## config.mk

```make
export PLATFORM = sky130hd
export DESIGN_NAME = seg_scan
export DESIGN_NICKNAME = d
export VERILOG_FILES = /design/src/rtl/seg_pkg.sv /design/src/rtl/seg_decode.sv /design/src/rtl/seg_scan.sv
export SDC_FILE = /design/constraint.sdc
export NUM_CORES = 1
export LEC_CHECK = 0
export CORE_ASPECT_RATIO = 0.7
export CORE_UTILIZATION = 54
export CTS_CLUSTER_DIAMETER = 150
export CTS_CLUSTER_SIZE = 25
export DETAILED_ROUTE_END_ITERATION = 6
export PLACE_DENSITY_LB_ADDON = 0.2
export SLEW_MARGIN = 20
export SYNTH_ARGS = -nofsm -noshare
export SYNTH_HDL_FRONTEND = slang
export SYNTH_SLANG_ARGS = --single-unit
```

## constraint.sdc

```tcl
create_clock -name clk -period 5.6 [get_ports clk]
set_clock_uncertainty 0.05 [all_clocks]
set_input_delay 1.12 -clock clk [delete_from_list [all_inputs] [get_ports clk]]
set_output_delay 1.12 -clock clk [all_outputs]
set_load 0.01 [all_outputs]
```

## src/rtl/seg_pkg.sv

```systemverilog
// seg_pkg: shared encodings for the six-digit seven-segment scanner.
// Game-state codes, active-low segment patterns and the digit count.
package seg_pkg;

    typedef enum logic [1:0] {
        GS_RESTART   = 2'b00,
        GS_PLAY      = 2'b01,
        GS_GAME_OVER = 2'b10
    } game_status_e;

    localparam int NUM_DIGITS = 6;

    // Active-low {dp, g, f, e, d, c, b, a}; dp is always off.
    localparam logic [7:0] SEG_BLANK = 8'hFF;
    localparam logic [7:0] SEG_DASH  = 8'hBF;

    // Entry n is the pattern for decimal digit n.
    localparam logic [9:0][7:0] SEG_DIGITS = {
        8'h90,  // 9
        8'h80,  // 8
        8'hF8,  // 7
        8'h82,  // 6
        8'h92,  // 5
        8'h99,  // 4
        8'hB0,  // 3
        8'hA4,  // 2
        8'hF9,  // 1
        8'hC0   // 0
    };

endpackage

```

## src/rtl/seg_decode.sv

```systemverilog
// seg_decode: BCD nibble to active-low seven-segment pattern.
// Nibbles above 9 render as a dash; the blank flag overrides everything.
import seg_pkg::*;

module seg_decode (
    input  logic [3:0] nibble_i,
    input  logic       blank_i,
    output logic [7:0] seg_o
);

    // Pattern lookup with blank taking priority over invalid-digit dash.
    always_comb begin
        seg_o = SEG_DASH;
        if (blank_i) begin
            seg_o = SEG_BLANK;
        end else if (nibble_i <= 4'd9) begin
            seg_o = SEG_DIGITS[nibble_i];
        end
    end

endmodule

```

## src/rtl/seg_scan.sv

```systemverilog
// seg_scan: time-multiplexed driver for a six-digit common-anode display.
// Digits 0-2 show the current score, 3-5 the best score, both taken from a
// per-frame snapshot. Optional game-over blink of the score digits is built
// only when SEG_SCAN_BLINK_EN is defined.
import seg_pkg::*;

module seg_scan #(
    parameter int SCAN_DIV     = 50000,
    parameter int BLINK_FRAMES = 64
) (
    input  logic        clk,
    input  logic        rst,
    input  logic [11:0] bcd_data,
    input  logic [11:0] bcd_data_best,
    input  logic [1:0]  game_status,
    output logic [7:0]  seg,
    output logic [5:0]  sel
);

    localparam int              DIV_W    = $clog2(SCAN_DIV);
    localparam logic [DIV_W-1:0] DIV_MAX = DIV_W'(SCAN_DIV - 1);
    localparam logic [2:0]      LAST_IDX = 3'(NUM_DIGITS - 1);

    logic [DIV_W-1:0] div_cnt_q, div_cnt_d;
    logic [2:0]       idx_q, idx_d;
    logic             lit_q, lit_d;
    logic [11:0]      snap_q, snap_d;
    logic [11:0]      snap_best_q, snap_best_d;
    logic [7:0]       seg_q, seg_d;
    logic [5:0]       sel_q, sel_d;
    logic             tick;
    logic             blink_on_d;

    logic [11:0]      grp;
    logic [1:0]       pos;
    logic [3:0]       nib;
    logic             blank;
    logic [7:0]       seg_pat;

    assign tick = (div_cnt_q == DIV_MAX);

    // Divider, digit index and frame snapshot. The first tick after reset
    // starts the display on digit 0 (rather than advancing) so that a
    // reset always restarts the scan from the score units.
    always_comb begin
        div_cnt_d   = tick ? '0 : div_cnt_q + 1'b1;
        idx_d       = idx_q;
        lit_d       = lit_q | tick;
        snap_d      = snap_q;
        snap_best_d = snap_best_q;
        if (tick) begin
            if (!lit_q || idx_q == LAST_IDX) begin
                idx_d       = '0;
                snap_d      = bcd_data;
                snap_best_d = bcd_data_best;
            end else begin
                idx_d = idx_q + 3'd1;
            end
        end
    end

`ifdef SEG_SCAN_BLINK_EN
    localparam int FRM_W = $clog2(BLINK_FRAMES + 1);

    logic [FRM_W-1:0] frm_cnt_q, frm_cnt_d;
    logic             blink_on_q;
    logic             game_over;
    logic             frame_wrap;

    assign game_over  = (game_status == GS_GAME_OVER);
    assign frame_wrap = tick && lit_q && (idx_q == LAST_IDX);

    // Blink phase: toggles every BLINK_FRAMES frame wraps in game-over,
    // snaps back to lit as soon as the game leaves that state.
    always_comb begin
        frm_cnt_d  = frm_cnt_q;
        blink_on_d = blink_on_q;
        if (!game_over) begin
            frm_cnt_d  = '0;
            blink_on_d = 1'b1;
        end else if (frame_wrap) begin
            if (frm_cnt_q == FRM_W'(BLINK_FRAMES - 1)) begin
                frm_cnt_d  = '0;
                blink_on_d = !blink_on_q;
            end else begin
                frm_cnt_d = frm_cnt_q + 1'b1;
            end
        end
    end

    // Blink state registers.
    always_ff @(posedge clk or posedge rst) begin
        if (rst) begin
            frm_cnt_q  <= '0;
            blink_on_q <= 1'b1;
        end else begin
            frm_cnt_q  <= frm_cnt_d;
            blink_on_q <= blink_on_d;
        end
    end
`else
    // Port kept for a stable interface; nothing consumes it in this build.
    logic [1:0]  unused_game_status;
    localparam int unused_blink_frames = BLINK_FRAMES;
    assign unused_game_status = game_status;
    assign blink_on_d         = 1'b1;
`endif

    // Pick the nibble for the digit that will be lit after this edge and
    // work out leading-zero / blink blanking for it.
    always_comb begin
        grp   = (idx_d >= 3'd3) ? snap_best_d : snap_d;
        pos   = (idx_d >= 3'd3) ? 2'(idx_d - 3'd3) : idx_d[1:0];
        nib   = grp[3:0];
        blank = 1'b0;
        case (pos)
            2'd0: begin
                nib   = grp[3:0];
                blank = 1'b0;
            end
            2'd1: begin
                nib   = grp[7:4];
                blank = (grp[11:8] == 4'd0) && (grp[7:4] == 4'd0);
            end
            default: begin
                nib   = grp[11:8];
                blank = (grp[11:8] == 4'd0);
            end
        endcase
        if (!blink_on_d && idx_d < 3'd3) begin
            blank = 1'b1;
        end
    end

    seg_decode u_decode (
        .nibble_i (nib),
        .blank_i  (blank),
        .seg_o    (seg_pat)
    );

    // Output next-state: dark until the display has started, then exactly
    // one select low.
    always_comb begin
        sel_d = 6'h3F;
        seg_d = SEG_BLANK;
        if (lit_d) begin
            sel_d = ~(6'b000001 << idx_d);
            seg_d = seg_pat;
        end
    end

    // Scan state and registered outputs.
    always_ff @(posedge clk or posedge rst) begin
        if (rst) begin
            div_cnt_q   <= '0;
            idx_q       <= '0;
            lit_q       <= 1'b0;
            snap_q      <= '0;
            snap_best_q <= '0;
            sel_q       <= 6'h3F;
            seg_q       <= SEG_BLANK;
        end else begin
            div_cnt_q   <= div_cnt_d;
            idx_q       <= idx_d;
            lit_q       <= lit_d;
            snap_q      <= snap_d;
            snap_best_q <= snap_best_d;
            sel_q       <= sel_d;
            seg_q       <= seg_d;
        end
    end

    assign seg = seg_q;
    assign sel = sel_q;

endmodule

```

Word-level counts from Yosys, hierarchy flattened --
Memory sizes are Yosys's and may differ from the RTL's. Cells that the tools add are included.
Storage, ports and cells: ROM bits 128, logic and storage cells 42, bits in latches 0, register bits after elaboration 58, bits of input ports 28, output and inout bits 14, memory bits (writable) 0, memories 1
Memory list:
- (name not given) | words 16, bits a word 8, read ports 1, clocked after Yosys merged registers in 0, wr ports 0, line seg_decode.sv:17 | seg_o = SEG_DIGITS[nibble_i];
Cells by class: equal/unequal tests 3, reductions and logical operators 6, $lt $le $gt $ge 3, shift-type cells 1, bitwise logic cells 2, divide/modulo/power cells 0, muxes and demuxes 16, $mul 0, add/sub/neg operators 3
Operators by type and width (count):
- 2-to-1 mux 12 bit | 5
- 2-to-1 mux 8 bit | 4
- adder 16 x 1 -> 16 bit (second input constant) | 1
- equality test 16 bit (second input constant) | 1
- 2-to-1 mux 16 bit | 1
- logical NOT 4 bit | 2
- case mux 4 bit (2 select lines) | 1
- 2-to-1 mux 3 bit | 2
- 2-to-1 mux 6 bit | 1
- NOT 6 bit | 1
- << shifter 1 x 3 -> 6 bit (first input constant) | 1
- < comparator 4 x 5 -> 1 bit (second input constant) | 1
- less-or-equal comparator 4 bit (second input constant) | 1
- adder 3 x 1 -> 3 bit (second input constant) | 1
- equality test 3 bit (second input constant) | 1
- >= comparator 3 x 2 -> 1 bit (second input constant) | 1
- equality test 2 x 1 -> 1 bit (second input constant) | 1
- logical NOT 2 bit | 1
- 2-to-1 mux 2 bit | 1
- case mux 1 bit (2 select lines) | 1
- subtractor 2 bit (second input constant) | 1
- logical AND 1 bit | 1
- logical NOT 1 bit | 1
- logical OR 1 bit | 1
- OR 1 bit | 1

Longest topological paths before layout --
depth after elaboration 13, mapped depth 15, depth with buffers taken out 15

By module --
Synthesis repeated with hierarchy kept, for this count alone.
Second synthesis, totals: cells, all modules 301, area total of the unflattened synthesis 3210.6 um^2
By module, submodules not included:
- seg_scan | cells an instance 269, sequential area each 1468.9 um^2, instances 1, area each 2984.1 um^2
- seg_decode | cells an instance 32, sequential area each 0.0 um^2, instances 1, area each 226.5 um^2

Worst setup path after synthesis --
OpenSTA, ideal clock, no wires.
path kind reg-to-reg, start register div_cnt_q[5], end register seg_q[1], in the netlist seg[1], slack 1.623 ns, period minus slack after synthesis 3.977 ns, library setup time 0.082 ns, path buffers 2, required time 5.468 ns, cell stages (with the launch flop) 14, arrival time 3.845 ns, path through dfrtp_1 or4b_4 or3_4 or3b_1 buf_6 buf_6 mux2_4 mux2_2 a222oi_1 inv_1 ha_1 nor2_1 o21ai_2 o211ai_1
Between the ends: elaborated cells between the ends (all ways) 22, classes of those cells add/sub (1); order compare (2); eq/ne (2); mux (11); bitwise (1); reduce/logical (4); memory (1)
RTL lines:
- from (decl) | line seg_scan.sv:24 | logic [DIV_W-1:0] div_cnt_q, div_cnt_d;
- from (signal assigned) | line seg_scan.sv:163 | div_cnt_q <= div_cnt_d;
- equality test 16 bit (*) | line seg_scan.sv:40 | assign tick = (div_cnt_q == DIV_MAX);
- 2-to-1 mux 12 bit (*) | line seg_scan.sv:51 | if (tick) begin
- net snap_d[8] | line seg_scan.sv:27 | logic [11:0] snap_q, snap_d;
- 2-to-1 mux 12 bit (*) | line seg_scan.sv:112 | grp = (idx_d >= 3'd3) ? snap_best_d : snap_d;
- case mux 4 bit (2 select lines) | line seg_scan.sv:116 | case (pos)
- memory (16 x 8 bit)
- 2-to-1 mux 8 bit (implied by the code) | line seg_decode.sv:17
- 2-to-1 mux 8 bit | line seg_decode.sv:16 | end else if (nibble_i <= 4'd9) begin
- 2-to-1 mux 8 bit (*) | line seg_decode.sv:14 | if (blank_i) begin
- 2-to-1 mux 8 bit (*) | line seg_scan.sv:146 | if (lit_d) begin
- net seg_d[1] | line seg_scan.sv:29 | logic [7:0] seg_q, seg_d;
- to (signal assigned) | line seg_scan.sv:169 | seg_q <= seg_d;
- to (decl) | line seg_scan.sv:29
The timed path passes the listed nets; every way through them passes the cells marked *. The select of a mux whose other input is x is not followed.

Worst setup path after layout --
start register div_cnt_q[5], end register seg_q[0], in the netlist seg[0]
Between the ends: cells in the longest elaborated chain, start to end 11, elaborated cells between the ends (all ways) 22, classes of those cells add/sub (1); order compare (2); eq/ne (2); mux (11); bitwise (1); reduce/logical (4); memory (1)
Ends and longest elaborated chain:
- equality test 16 bit (*) | line seg_scan.sv:40
- 2-to-1 mux 3 bit (*) | line seg_scan.sv:51
- net idx_d[1] | line seg_scan.sv:25 | logic [2:0] idx_q, idx_d;
- >= comparator 3 x 2 -> 1 bit or subtractor 2 bit (tied branches) | line seg_scan.sv:112, seg_scan.sv:113
- 2-to-1 mux 2 bit | line seg_scan.sv:113 | pos = (idx_d >= 3'd3) ? 2'(idx_d - 3'd3) : idx_d[1:0];
- equality test 2 x 1 -> 1 bit or logical NOT 2 bit (tied branches) | line seg_scan.sv:116
- case mux 4 bit (2 select lines) | line seg_scan.sv:116
- memory (16 x 8 bit)
- 2-to-1 mux 8 bit (implied by the code) | line seg_decode.sv:17
- 2-to-1 mux 8 bit | line seg_decode.sv:16
- 2-to-1 mux 8 bit (*) | line seg_decode.sv:14
- 2-to-1 mux 8 bit (*) | line seg_scan.sv:146
- net seg_d[0] | line seg_scan.sv:29
Marked as above.

==> qor.yml <==
status:
  status: "completed"
floorplanning:
  start_util: 0.580
  num_rows: 21
  io_pins: 42
  dieArea_um2: 5610
  core_area_um2: 4940
  die_y_um: 63.0
  fp.dieW_um: 89.1
clock_network:
  clk_latency_ps: 340
  cts_tree: "done"
  root_buffer: "clkbuf_8"
  clock_path_buffers: 2
  clk_pin_slew_ps: 70
  tritoncts.num_buffers: 9
  post-cts-setup-buffer-count: 0
  cts-resized-gates: 0
  clock_sinks: 57
  h-tree-depth: 3
  cts-hold-fix-buffers: 0
pwr:
  swShare: 0.217
  power.total_w: 0.000886
  p_seq_frac: 0.478
  vdd_drop_max_uv: 216
  pwr-share-comb: 0.066
  p_leak_nw: 1.68
  internal-power_w: 0.000693
  p_sw_w: 0.000193
  p_per_area_nw_per_um2: 250
  clockPowerShare: 0.456
global_routing:
  grt_pass1_wl_um: 9780
  grt-ovfl-total: 0
  grt_pass1_vias: 2071
  antenna_found_initial: 0
  grt_max_degree: 58
  track_usage: 0.239
synthesis:
  synthesis.area_um2: 2870
  synth_ff_type: "dfrtp_1"
  syn-mean-instance-area_um2: 11.6
  synth_edf_count: 0
  netlist.area_leader.share: 0.384
  async_flop_share: 1.00
  synthCells: 247
  synth_top_area_cell: "dfrtp_1"
  yosys_warnings: 0
  yosysSeqAreaShare: 0.503
  ys_ff_latch: 57
  synth_area_leaders: "dfrtp_1 (38%), dfstp_2 (12%), mux2_2 (7.5%)"
  synth_cell_types: 47
  syn-num-nets: 285
sta:
  period_share: 0.833
  rsz0062_at_grt: "no"
  period_needed_ps: 4660
  worst_slew_pin_slew_ps: 874
  finalSetupViolCount: 0
  slew_headroom: 0.413
  setup_slack_ps: 937
  report.final.slew_viol_count: 0
  max_freq_mhz: 214
  hold_violations: 0
  setup_tns_ps: 0
setup_path:
  path_class: "flip-flop to flip-flop"
  crit_top_cell: "ha_1"
  path_delay_family: "compound AO/OA/AOI/OAI gates"
  max_stage_delay_ps: 750
  critPathLaunchType: "flip-flop"
  cp.arrival_ps: 4840
  critPathMaxFanout: 8
  required_ps: 5780
  crit_path_top_delay_cell: "a222oi_1"
  r2r_setup_slack_ps: 940
  critPathBufInv: 1
  endpoint_kind: "flip-flop"
  cp_cell_sequence: "or4b_4 -> nor4_2 -> buf_4 -> mux2i_1 -> ha_1 -> a31o_1 -> a222oi_1 -> ha_1 -> nor2_1 -> o21ai_2 -> o221ai_1"
routing:
  drt_first_pass_iters: 4
  routed-via-count: 2023
  drc: 0
  drt_wl_total_um: 5740
  drt_iter0_drc: 105
  ant_nets: 0
  wl_per_cell_um: 15.5
  vias_per_cell: 5.47
finish:
  n_antenna_cell: 0
  layout-drive-gt1-share: 0.216
  final_common_cell: "dfrtp_1"
  syn_to_final_growth_pct: 23.4
  mostFrequentLayoutCells: "dfrtp_1 (44), clkdlybuf4s50_1 (38), inv_1 (20), nand2_1 (20), mux2_2 (19)"
  nets: 334
place:
  dp_worst_setup_slack_ps: 996
  io_buffer_count: 38
  hpwlAfterDp_um: 4010
  routabilityCongestion: 0.808
run:
  maxCapViolCount: 0
worst_hold_path:
  min_path_type: "flip-flop to flip-flop"
per-layer routing:
metal | routed length [um] | GRT usage
met5 | 0 | 0
met4 | 79 | 0.0734
met3 | 337 | 0.0938
met2 | 2390 | 0.333
met1 | 2930 | 0.341
metrics by stage:
step	instances	hold slack [ps]	utilization	area (um^2)
final	370	429	0.716	3540
after floorplan	247	394	-	2870
after global placement	353	412	0.672	3320
after global routing	370	455	0.716	3540
after CTS	369	436	0.715	3530
after detailed placement	353	420	0.672	3320
synth_stat cells (2+ instances only):
cell / n
a21oi_1: 2
a222oi_1: 4
and2_1: 3
and3_1: 3
buf_4: 3
buf_6: 3
dfrtp_1: 44
dfstp_2: 13
ha_1: 10
inv_1: 21
mux2_1: 3
mux2_2: 19
mux2_4: 4
mux2i_1: 18
nand2_1: 20
nand3_1: 7
nand4b_1: 2
nor2_1: 17
nor3_1: 4
o21ai_0: 6
o221ai_1: 5
or3_1: 2
xnor2_1: 3
xor2_1: 8
kinds of logic after synthesis:
| family | count (synthesis) | share of synthesized area |
|---|---|---|
| simple gates | 69 | 0.128 |
| other cells | 1 | 0.00131 |
| fa+ha+maj | 10 | 0.0436 |
| compound gates | 27 | 0.0716 |
| mux | 44 | 0.170 |
| xor+xnor | 11 | 0.0336 |
| buf+inv | 28 | 0.0484 |
| flops | 57 | 0.503 |
worst paths after layout:
check,from,to,depth (start not counted)
setup / recovery,div_cnt_q[5],seg[0],11
hold reg to reg,snap_best_q[11],snap_best_q[11],2
max in group asynchronous,rst,snap_best_q[4],3
setup reg to reg,div_cnt_q[5],seg[0],11
min in group asynchronous,rst,div_cnt_q[3],3
hold / removal,snap_best_q[11],snap_best_q[11],2
power groups by stage:
stage	Clock (W)	Combinational, W	Sequential [W]
floorplan	0	0.0000315	0.000430
global placement	0	0.0000573	0.000430
detailed placement	0	0.0000587	0.000431
CTS	0.000413	0.0000590	0.000423
global route	0.000433	0.0000650	0.000424
finish	0.000404	0.0000587	0.000423
area by class of cell:
| type | instances | area, um^2 |
|---|---|---|
| inverter | 21 | 78.8 |
| tap | 69 | 86.3 |
| clock inverter | 4 | 50.0 |
| clock buffer | 12 | 165 |
| sequential | 57 | 1440 |
| timing repair buffer | 45 | 430 |
| fill | 378 | 1400 |
| multi-input combinational | 162 | 1280 |
worst reg2reg max path: stages, from the launching register on:
cell and delay, ps:
dfrtp_1 430, or4b_4 570, nor4_2 460, buf_4 250, mux2i_1 580, ha_1 390
a31o_1 250, a222oi_1 750, ha_1 350, nor2_1 70, o21ai_2 220, o221ai_1 190
state kept, by name, indices dropped and copies added, names as in the netlist:
| signal | cells |
|---|---|
| div_cnt_q | 16 |
| snap_best_q | 12 |
| snap_q | 12 |
| seg | 7 |
| sel | 6 |
| idx_q | 3 |
| lit_q | 1 |
Note: power is estimated with default switching activity, not from simulation.
